$ cat src/rtl/stream_upsizer.sv
// Packs Ratio narrow beats into one wide word, beat 0 in the LSBs.
// An early last_i emits a partial word. A finished word that cannot be handed over waits in the accumulator.
module stream_upsizer #(
  parameter int DataWidth = 8,
  parameter int Ratio     = 4
) (
  input  logic                       clk_i,
  input  logic                       rst_i,
  input  logic                       flush_i,
  input  logic                       valid_i,
  output logic                       ready_o,
  input  logic [DataWidth-1:0]       data_i,
  input  logic                       last_i,
  output logic                       valid_o,
  input  logic                       ready_i,
  output logic [DataWidth*Ratio-1:0] data_o,
  output logic [Ratio-1:0]           strb_o
);

  localparam int CntW  = (Ratio > 1) ? $clog2(Ratio) : 1;
  localparam int WordW = DataWidth * Ratio;

  logic [WordW-1:0] acc_data_q, acc_data_d;
  logic [Ratio-1:0] acc_strb_q, acc_strb_d;
  logic [CntW-1:0]  cnt_q, cnt_d;
  logic             acc_full_q, acc_full_d;
  logic [WordW-1:0] out_data_q, out_data_d;
  logic [Ratio-1:0] out_strb_q, out_strb_d;
  logic             out_valid_q, out_valid_d;

  logic [WordW-1:0] beat_data;
  logic [Ratio-1:0] beat_strb;
  logic             out_free;
  logic             accept;
  logic             complete;

  assign ready_o  = !acc_full_q;
  assign valid_o  = out_valid_q;
  assign data_o   = out_data_q;
  assign strb_o   = out_strb_q;

  assign out_free = !out_valid_q || ready_i;
  assign accept   = valid_i && !acc_full_q;
  assign complete = (cnt_q == CntW'(Ratio - 1)) || last_i;

  // Accumulator contents with the incoming beat merged into lane cnt
  always_comb begin
    beat_data = acc_data_q;
    beat_strb = acc_strb_q;
    for (int k = 0; k < Ratio; k++) begin
      if (cnt_q == CntW'(k)) begin
        beat_data[k*DataWidth +: DataWidth] = data_i;
        beat_strb[k]                        = 1'b1;
      end
    end
  end

  always_comb begin
    acc_data_d  = acc_data_q;
    acc_strb_d  = acc_strb_q;
    cnt_d       = cnt_q;
    acc_full_d  = acc_full_q;
    out_data_d  = out_data_q;
    out_strb_d  = out_strb_q;
    out_valid_d = out_valid_q;

    if (out_valid_q && ready_i) begin
      out_valid_d = 1'b0;
    end

    if (acc_full_q) begin
      if (out_free) begin
        out_data_d  = acc_data_q;
        out_strb_d  = acc_strb_q;
        out_valid_d = 1'b1;
        acc_data_d  = '0;
        acc_strb_d  = '0;
        cnt_d       = '0;
        acc_full_d  = 1'b0;
      end
    end else if (accept) begin
      if (complete && out_free) begin
        out_data_d  = beat_data;
        out_strb_d  = beat_strb;
        out_valid_d = 1'b1;
        acc_data_d  = '0;
        acc_strb_d  = '0;
        cnt_d       = '0;
      end else if (complete) begin
        acc_data_d  = beat_data;
        acc_strb_d  = beat_strb;
        acc_full_d  = 1'b1;
      end else begin
        acc_data_d  = beat_data;
        acc_strb_d  = beat_strb;
        cnt_d       = cnt_q + CntW'(1);
      end
    end
  end

  always_ff @(posedge clk_i) begin
    if (rst_i || flush_i) begin
      acc_data_q  <= '0;
      acc_strb_q  <= '0;
      cnt_q       <= '0;
      acc_full_q  <= 1'b0;
      out_data_q  <= '0;
      out_strb_q  <= '0;
      out_valid_q <= 1'b0;
    end else begin
      acc_data_q  <= acc_data_d;
      acc_strb_q  <= acc_strb_d;
      cnt_q       <= cnt_d;
      acc_full_q  <= acc_full_d;
      out_data_q  <= out_data_d;
      out_strb_q  <= out_strb_d;
      out_valid_q <= out_valid_d;
    end
  end

endmodule

$ cat config.mk
export PLATFORM = sky130hd
export DESIGN_NAME = stream_upsizer
export DESIGN_NICKNAME = d
export VERILOG_FILES = /design/src/rtl/stream_upsizer.sv
export SDC_FILE = /design/constraint.sdc
export NUM_CORES = 1
export LEC_CHECK = 0
export BUFFER_PORTS_ARGS = -buffer_cell sky130_fd_sc_hd__buf_2
export CAP_MARGIN = 25
export CORE_ASPECT_RATIO = 1.4
export CORE_UTILIZATION = 35
export DETAILED_ROUTE_END_ITERATION = 6
export HOLD_SLACK_MARGIN = 0.06
export SLEW_MARGIN = 20
export SYNTH_ARGS = -nofsm -noshare
export SYNTH_HDL_FRONTEND = slang
export SYNTH_SLANG_ARGS = --single-unit
$ cat constraint.sdc
create_clock -name clk_i -period 2.6 [get_ports clk_i]
set_input_delay 0.26 -clock clk_i [delete_from_list [all_inputs] [get_ports clk_i]]
set_output_delay 0.26 -clock clk_i [all_outputs]
set_load 0.05 [all_outputs]
==> results.toml, run 1 <==
[outcome]
status = "finished clean"

[sta]
rsz0062_at_grt = "false"
post-route-period-util = 0.758
slew_headroom = 0.575
period_needed_ns = 1.97
setup_viol = 0
slew_violations = 0
setup_ws_ns = 0.629
worst_slew_pin_slew_ns = 0.637
tns_ns = 0
finClkSkew_ns = 0.00589
hold_viol = 0
clock.fmax_mhz = 507

[clock_tree]
path_clk_slew_ns = 0.06
cts_buffer_depth = 2
cts_buffers = 9
clkLatencyLatePin_ns = 0.33
cts_resized = 0
clockRootBuffer = "clkbuf_16"
post_cts_buffers = 0
cts.sinks = 76
hold_buffers = 0
cts_max_level = 3
tritoncts = "built"

[setup_path]
crit_required_ns = 2.87
crit_family = "simple AND/OR/NAND/NOR gates"
timing.rr.start = "cnt_q[1]"
crit_type = "reg2reg"
arrival_ns = 2.25
worst-path-buf-inv = 0
endpoint_kind = "register"
rr_worst_depth = 5
rr_endpoint = "acc_data_q[27]"
cp_max_fo = 8
r2r_setup_slack_ns = 0.63
setup.worst_path.start_class = "register"
slowest_stage = "nor2b_1"
crit_chain = "ha_1, nor2b_1, nand2_1, nor3_2, a22o_1"
critPathMaxStageDelay_ns = 0.51

[synth]
yosys_warnings = 0
netlist_top_cells_count = "dfxtp_1 (76), nor2_1 (47), a211oi_1 (36)"
synth_top_cell_by_area = "dfxtp_1"
ys_ff_latch = 76
synth_top_area_frac = 0.500
avgSynthCellArea_um2 = 9.97
synth_cell_types = 28
synthFlopType = "dfxtp_1"
synthTopCellsByArea = "dfxtp_1 (50%), mux2i_1 (11%), a22o_1 (9.2%)"
ys_async_sr_fraction = 0
syn-instance-count = 305
synth_area_um2 = 3040
syn-num-nets = 323
synth_most_common_cell = "dfxtp_1"
seq_area_frac_synth = 0.500
synth_enable_flop_cells = 0

[die]
initial_core_util = 0.367
pin_count = 52
fp.dieH_um = 112
num_rows = 39
core-area_um2 = 8300
fp.dieArea_um2 = 9070
die-width_um = 80.8

[detailed_routing]
wl_mm = 6.99
wl_met3_um = 266
drt_pass1_iterations = 4
route.met2.wl_mm = 3.32
viasPerCell = 5.21
drc_errors = 0
route.top_layer_used = "met4"
ant_nets = 0
num_vias = 2374
wl_met1_mm = 3.24
wl_per_cell_um = 15.3
drt-initial-drc-count = 137

[placed_design]
pre_cts_slack_ns = 0.655
place.gp.congestion = 0.760
io_buffers = 51
dp_hpwl_mm = 4.71
placed_cells = 440

[layout]
drive_above_1_share = 0.226
fin_nets = 367
seqCellArea_um2 = 1520
areaGrowthSynthToFinish_pct = 20.7
fillCellCount = 829
fin_cells = 456
multiInputGateArea_um2 = 1370
diodes = 0

[global_route]
grt_pass1_wl_mm = 11.6
antenna_found_initial = 0
grt-ovfl-total = 0
grt_pass1_vias = 2291
grt_max_degree = 48
grt_util_all_layers = 0.174

[power_and_ir_drop]
peakVddDrop_uv = 371
powerDensity_nw_per_um2 = 731
power.leakage_nw = 1.48

[hold_path]
worstHoldEndpoint = "acc_data_q[25]"
hold_start = "data_i[1]"
whs_path_depth = 2
min_path_type = "in2reg"

[flow_run]
maxCapViolations = 0
worst max-delay path by stage:
stage          startpoint        endpoint  slack, ns  cells past startpoint
6_report         cnt_q[1]  acc_data_q[27]       0.63                      5
3_5_place_dp     cnt_q[0]   acc_data_q[5]       0.65                      5
4_1_cts          cnt_q[1]  acc_data_q[26]       0.63                      5
2_1_floorplan     valid_o  acc_data_q[10]       0.86                      5
5_1_grt          cnt_q[0]  acc_data_q[19]       0.44                      7
3_3_place_gp     cnt_q[1]  acc_data_q[27]       0.67                      5
logic make-up after synthesis:
| logic type | Yosys count | share of synthesized area |
|---|---|---|
| multiplexers | 32 | 0.105 |
| flip-flops | 76 | 0.500 |
| AO/OA/AOI/OAI | 93 | 0.230 |
| adder cells (fa/ha/maj) | 4 | 0.0165 |
| buffers and inverters | 32 | 0.0514 |
| AND/OR/NAND/NOR | 68 | 0.0959 |
cell usage in the layout (no fill, tap or decap), types with 3 or more instances in the layout:
master,netlist,final
a21oi_1,12,12
nor2_1,47,47
a211oi_1,36,36
ha_1,4,4
buf_4,4,10
inv_1,4,4
o21bai_1,3,3
o21ai_0,4,4
buf_2,8,51
dfxtp_1,76,76
nor3_1,4,4
nand2_1,6,6
clkbuf_16,0,9
a22o_1,32,32
mux2i_1,32,32
nor2b_1,5,5
state kept, by name, summed over array words and instances, names as in the netlist:
signal / flops
acc_data_q: 32
data_o: 32
acc_strb_q: 4
strb_o: 4
cnt_q: 2
acc_full_q: 1
valid_o: 1
metal layers:
| layer | global-route usage | up-vias |
|---|---|---|
| met2 | 0.268 | 42 |
| met5 | 0 | - |
| li1 | - | 1193 |
| met1 | 0.223 | 1125 |
| met4 | 0.0833 | 0 |
| met3 | 0.0447 | 14 |
power by group:
group	total [mW]	internal [mW]	switching, mW
clock network	1.25	0.792	0.460
registers	1.20	1.19	0.0112
logic	0.231	0.0621	0.169
area by class of cell:
class / count / share of cell area
Multi-Input combinational cell: 197 / 0.373
Sequential cell: 76 / 0.415
Tap cell: 102 / 0.0348
Inverter: 4 / 0.00409
Clock inverter: 4 / 0.0130
Clock buffer: 12 / 0.0699
Timing Repair Buffer: 61 / 0.0900
stage by stage:
stage | hold slack (ns) | total power [mW] | area, um^2 | utilization
after floorplan | 0.442 | 1.40 | 3040 | -
after global placement | 0.455 | 1.45 | 3360 | 0.406
after detailed placement | 0.458 | 1.46 | 3360 | 0.406
after CTS | 0.280 | 2.71 | 3670 | 0.442
after global routing | 0.293 | 2.79 | 3670 | 0.442
final | 0.292 | 2.68 | 3670 | 0.442
No activity file was read; power rests on OpenSTA's default activity.
==> inputs of run 2 (changes only) <==
clock period = 1.7 ns   (was 2.6 ns; I/O delays follow)
==> results.toml, run 2 (synthesis results as in run 1) <==
[setup_path]
cp_max_fo = 8
crit_family = "compound AO/OA/AOI/OAI gates"
crit_top_cell = "buf_4"
crit_chain = "buf_4, inv_1, ha_1, nor2b_4, o21bai_1, a21oi_1, buf_4, a22o_1"
crit_required_ns = 1.92
setup.worst_path.start_class = "register"
crit_type = "reg2reg"
slowest_stage = "dfxtp_1"
timing.rr.start = "cnt_q[1]"
arrival_ns = 1.83
endpoint_kind = "register"
startpoint = "cnt_q[1]"
critPathMaxStageDelay_ns = 0.32
worst-path-buf-inv = 3

[hold_path]
min_path_type = "in2reg"
hold_start = "data_i[7]"

[global_route]
antenna_found_initial = 0
grt_pass1_wl_mm = 11.7
grt_max_degree = 44
grt-ovfl-total = 0
grt_pass1_vias = 2314
grt_util_all_layers = 0.173

[sta]
setup_viol = 0
post-route-period-util = 0.948
slew_violations = 0
hold_viol = 0
finClkSkew_ns = 0.00389
tns_ns = 0
slew_headroom = 0.660
clock.fmax_mhz = 621
rsz0062_at_grt = "false"
period_needed_ns = 1.61
worst_slew_pin_slew_ns = 0.506

[detailed_routing]
ant_nets = 0
viasPerCell = 5.17
drt-initial-drc-count = 130
drt_pass1_iterations = 4
num_vias = 2438
wl_per_cell_um = 15.5
drc_errors = 0
wl_mm = 7.31

[die]
fp.dieH_um = 112
die-width_um = 80.8
num_rows = 39
core-area_um2 = 8300
pin_count = 52
initial_core_util = 0.367
fp.dieArea_um2 = 9070

[power_and_ir_drop]
powerDensity_nw_per_um2 = 1040
peakVddDrop_uv = 616
power.total_mw = 4.02
power.leakage_nw = 1.58

[placed_design]
placed_area_um2 = 3500
place.gp.congestion = 0.851
dp_hpwl_mm = 4.75
io_buffers = 51

[layout]
fin_nets = 383
diodes = 0
final_cell_mix = "dfxtp_1 (75), buf_2 (51), nor2_1 (44)"
drive_above_1_share = 0.286
final_common_cell = "dfxtp_1"
final_cell_area_um2 = 3880
areaGrowthSynthToFinish_pct = 27.5
fin_util = 0.467

[outcome]
status = "finished clean"

[clock_tree]
cts_max_level = 3
cts_buffers = 9
cts.sinks = 76
cts_buffer_depth = 2
clkLatencyLatePin_ns = 0.33
hold_buffers = 0
path_clk_slew_ns = 0.06
tritoncts = "built"
clockRootBuffer = "clkbuf_16"

[flow_run]
maxCapViolations = 0
[run 2: cell count changes in the layout (fill, tap and decap cells not counted), moves of 3 or more]
cell / delta
a211oi_1: -3
nor2b_1: -4
buf_4: +11
a211oi_2: +3
nor2_1: -3
[run 2: through the flow]
step	instances	hold slack, ns	setup slack [ns]
5_1_grt	472	0.213	0.000828
3_3_place_gp	454	0.456	-0.0228
6_report	472	0.201	0.0889
2_1_floorplan	305	0.442	0.126
4_1_cts	472	0.193	0.00575
3_5_place_dp	454	0.458	-0.0935
[run 2: path summary, 6_finish.rpt]
kind	end	slack [ns]	depth (start not counted)
worst max-delay path	acc_data_q[11]	0.09	8
worst max register to register	acc_data_q[11]	0.09	8
worst min-delay path	acc_data_q[31]	0.20	2
worst min register to register	acc_data_q[18]	0.47	1
[run 2: final cells by class]
| cell class | count | area [um^2] |
|---|---|---|
| clock inverters | 1 | 5.00 |
| well taps | 102 | 128 |
| repair buffers | 77 | 508 |
| inverters | 4 | 15.0 |
| fillers | 849 | 4420 |
| flip-flops and latches | 76 | 1520 |
| clock buffers | 15 | 278 |
| multi-input cells | 197 | 1420 |
[run 2: worst register-to-register path, stage by stage (launching register included)]
cell and delay (ns):
dfxtp_1 0.32, buf_4 0.15, inv_1 0.08, ha_1 0.19, nor2b_4 0.17, o21bai_1 0.11
a21oi_1 0.08, buf_4 0.17, a22o_1 0.23
[run 2: repair_timing]
item,4_1_cts,5_1_grt
gates cloned,1,0
buffers inserted,1,0
pin swaps,1,0
endpoints found under the hold margin,0,0
gates resized for setup,5,12
setup endpoints to repair,27,55
[run 2: metal layers]
layer | track usage | wire length, um | vias up | share of wire
li1 | - | - | 1227 | -
met1 | 0.235 | 3420 | 1152 | 0.47
met3 | 0.0463 | 307 | 12 | 0.042
met2 | 0.250 | 3360 | 47 | 0.46
met4 | 0.0881 | 217 | 0 | 0.030
met5 | 0 | 0 | - | 0
[run 2: report_power, final]
part           switching [mW]  internal [mW]  leakage (nW)
Sequential             0.0163           1.82         0.616
Clock                   0.676           1.11         0.140
Combinational           0.273          0.129         0.829
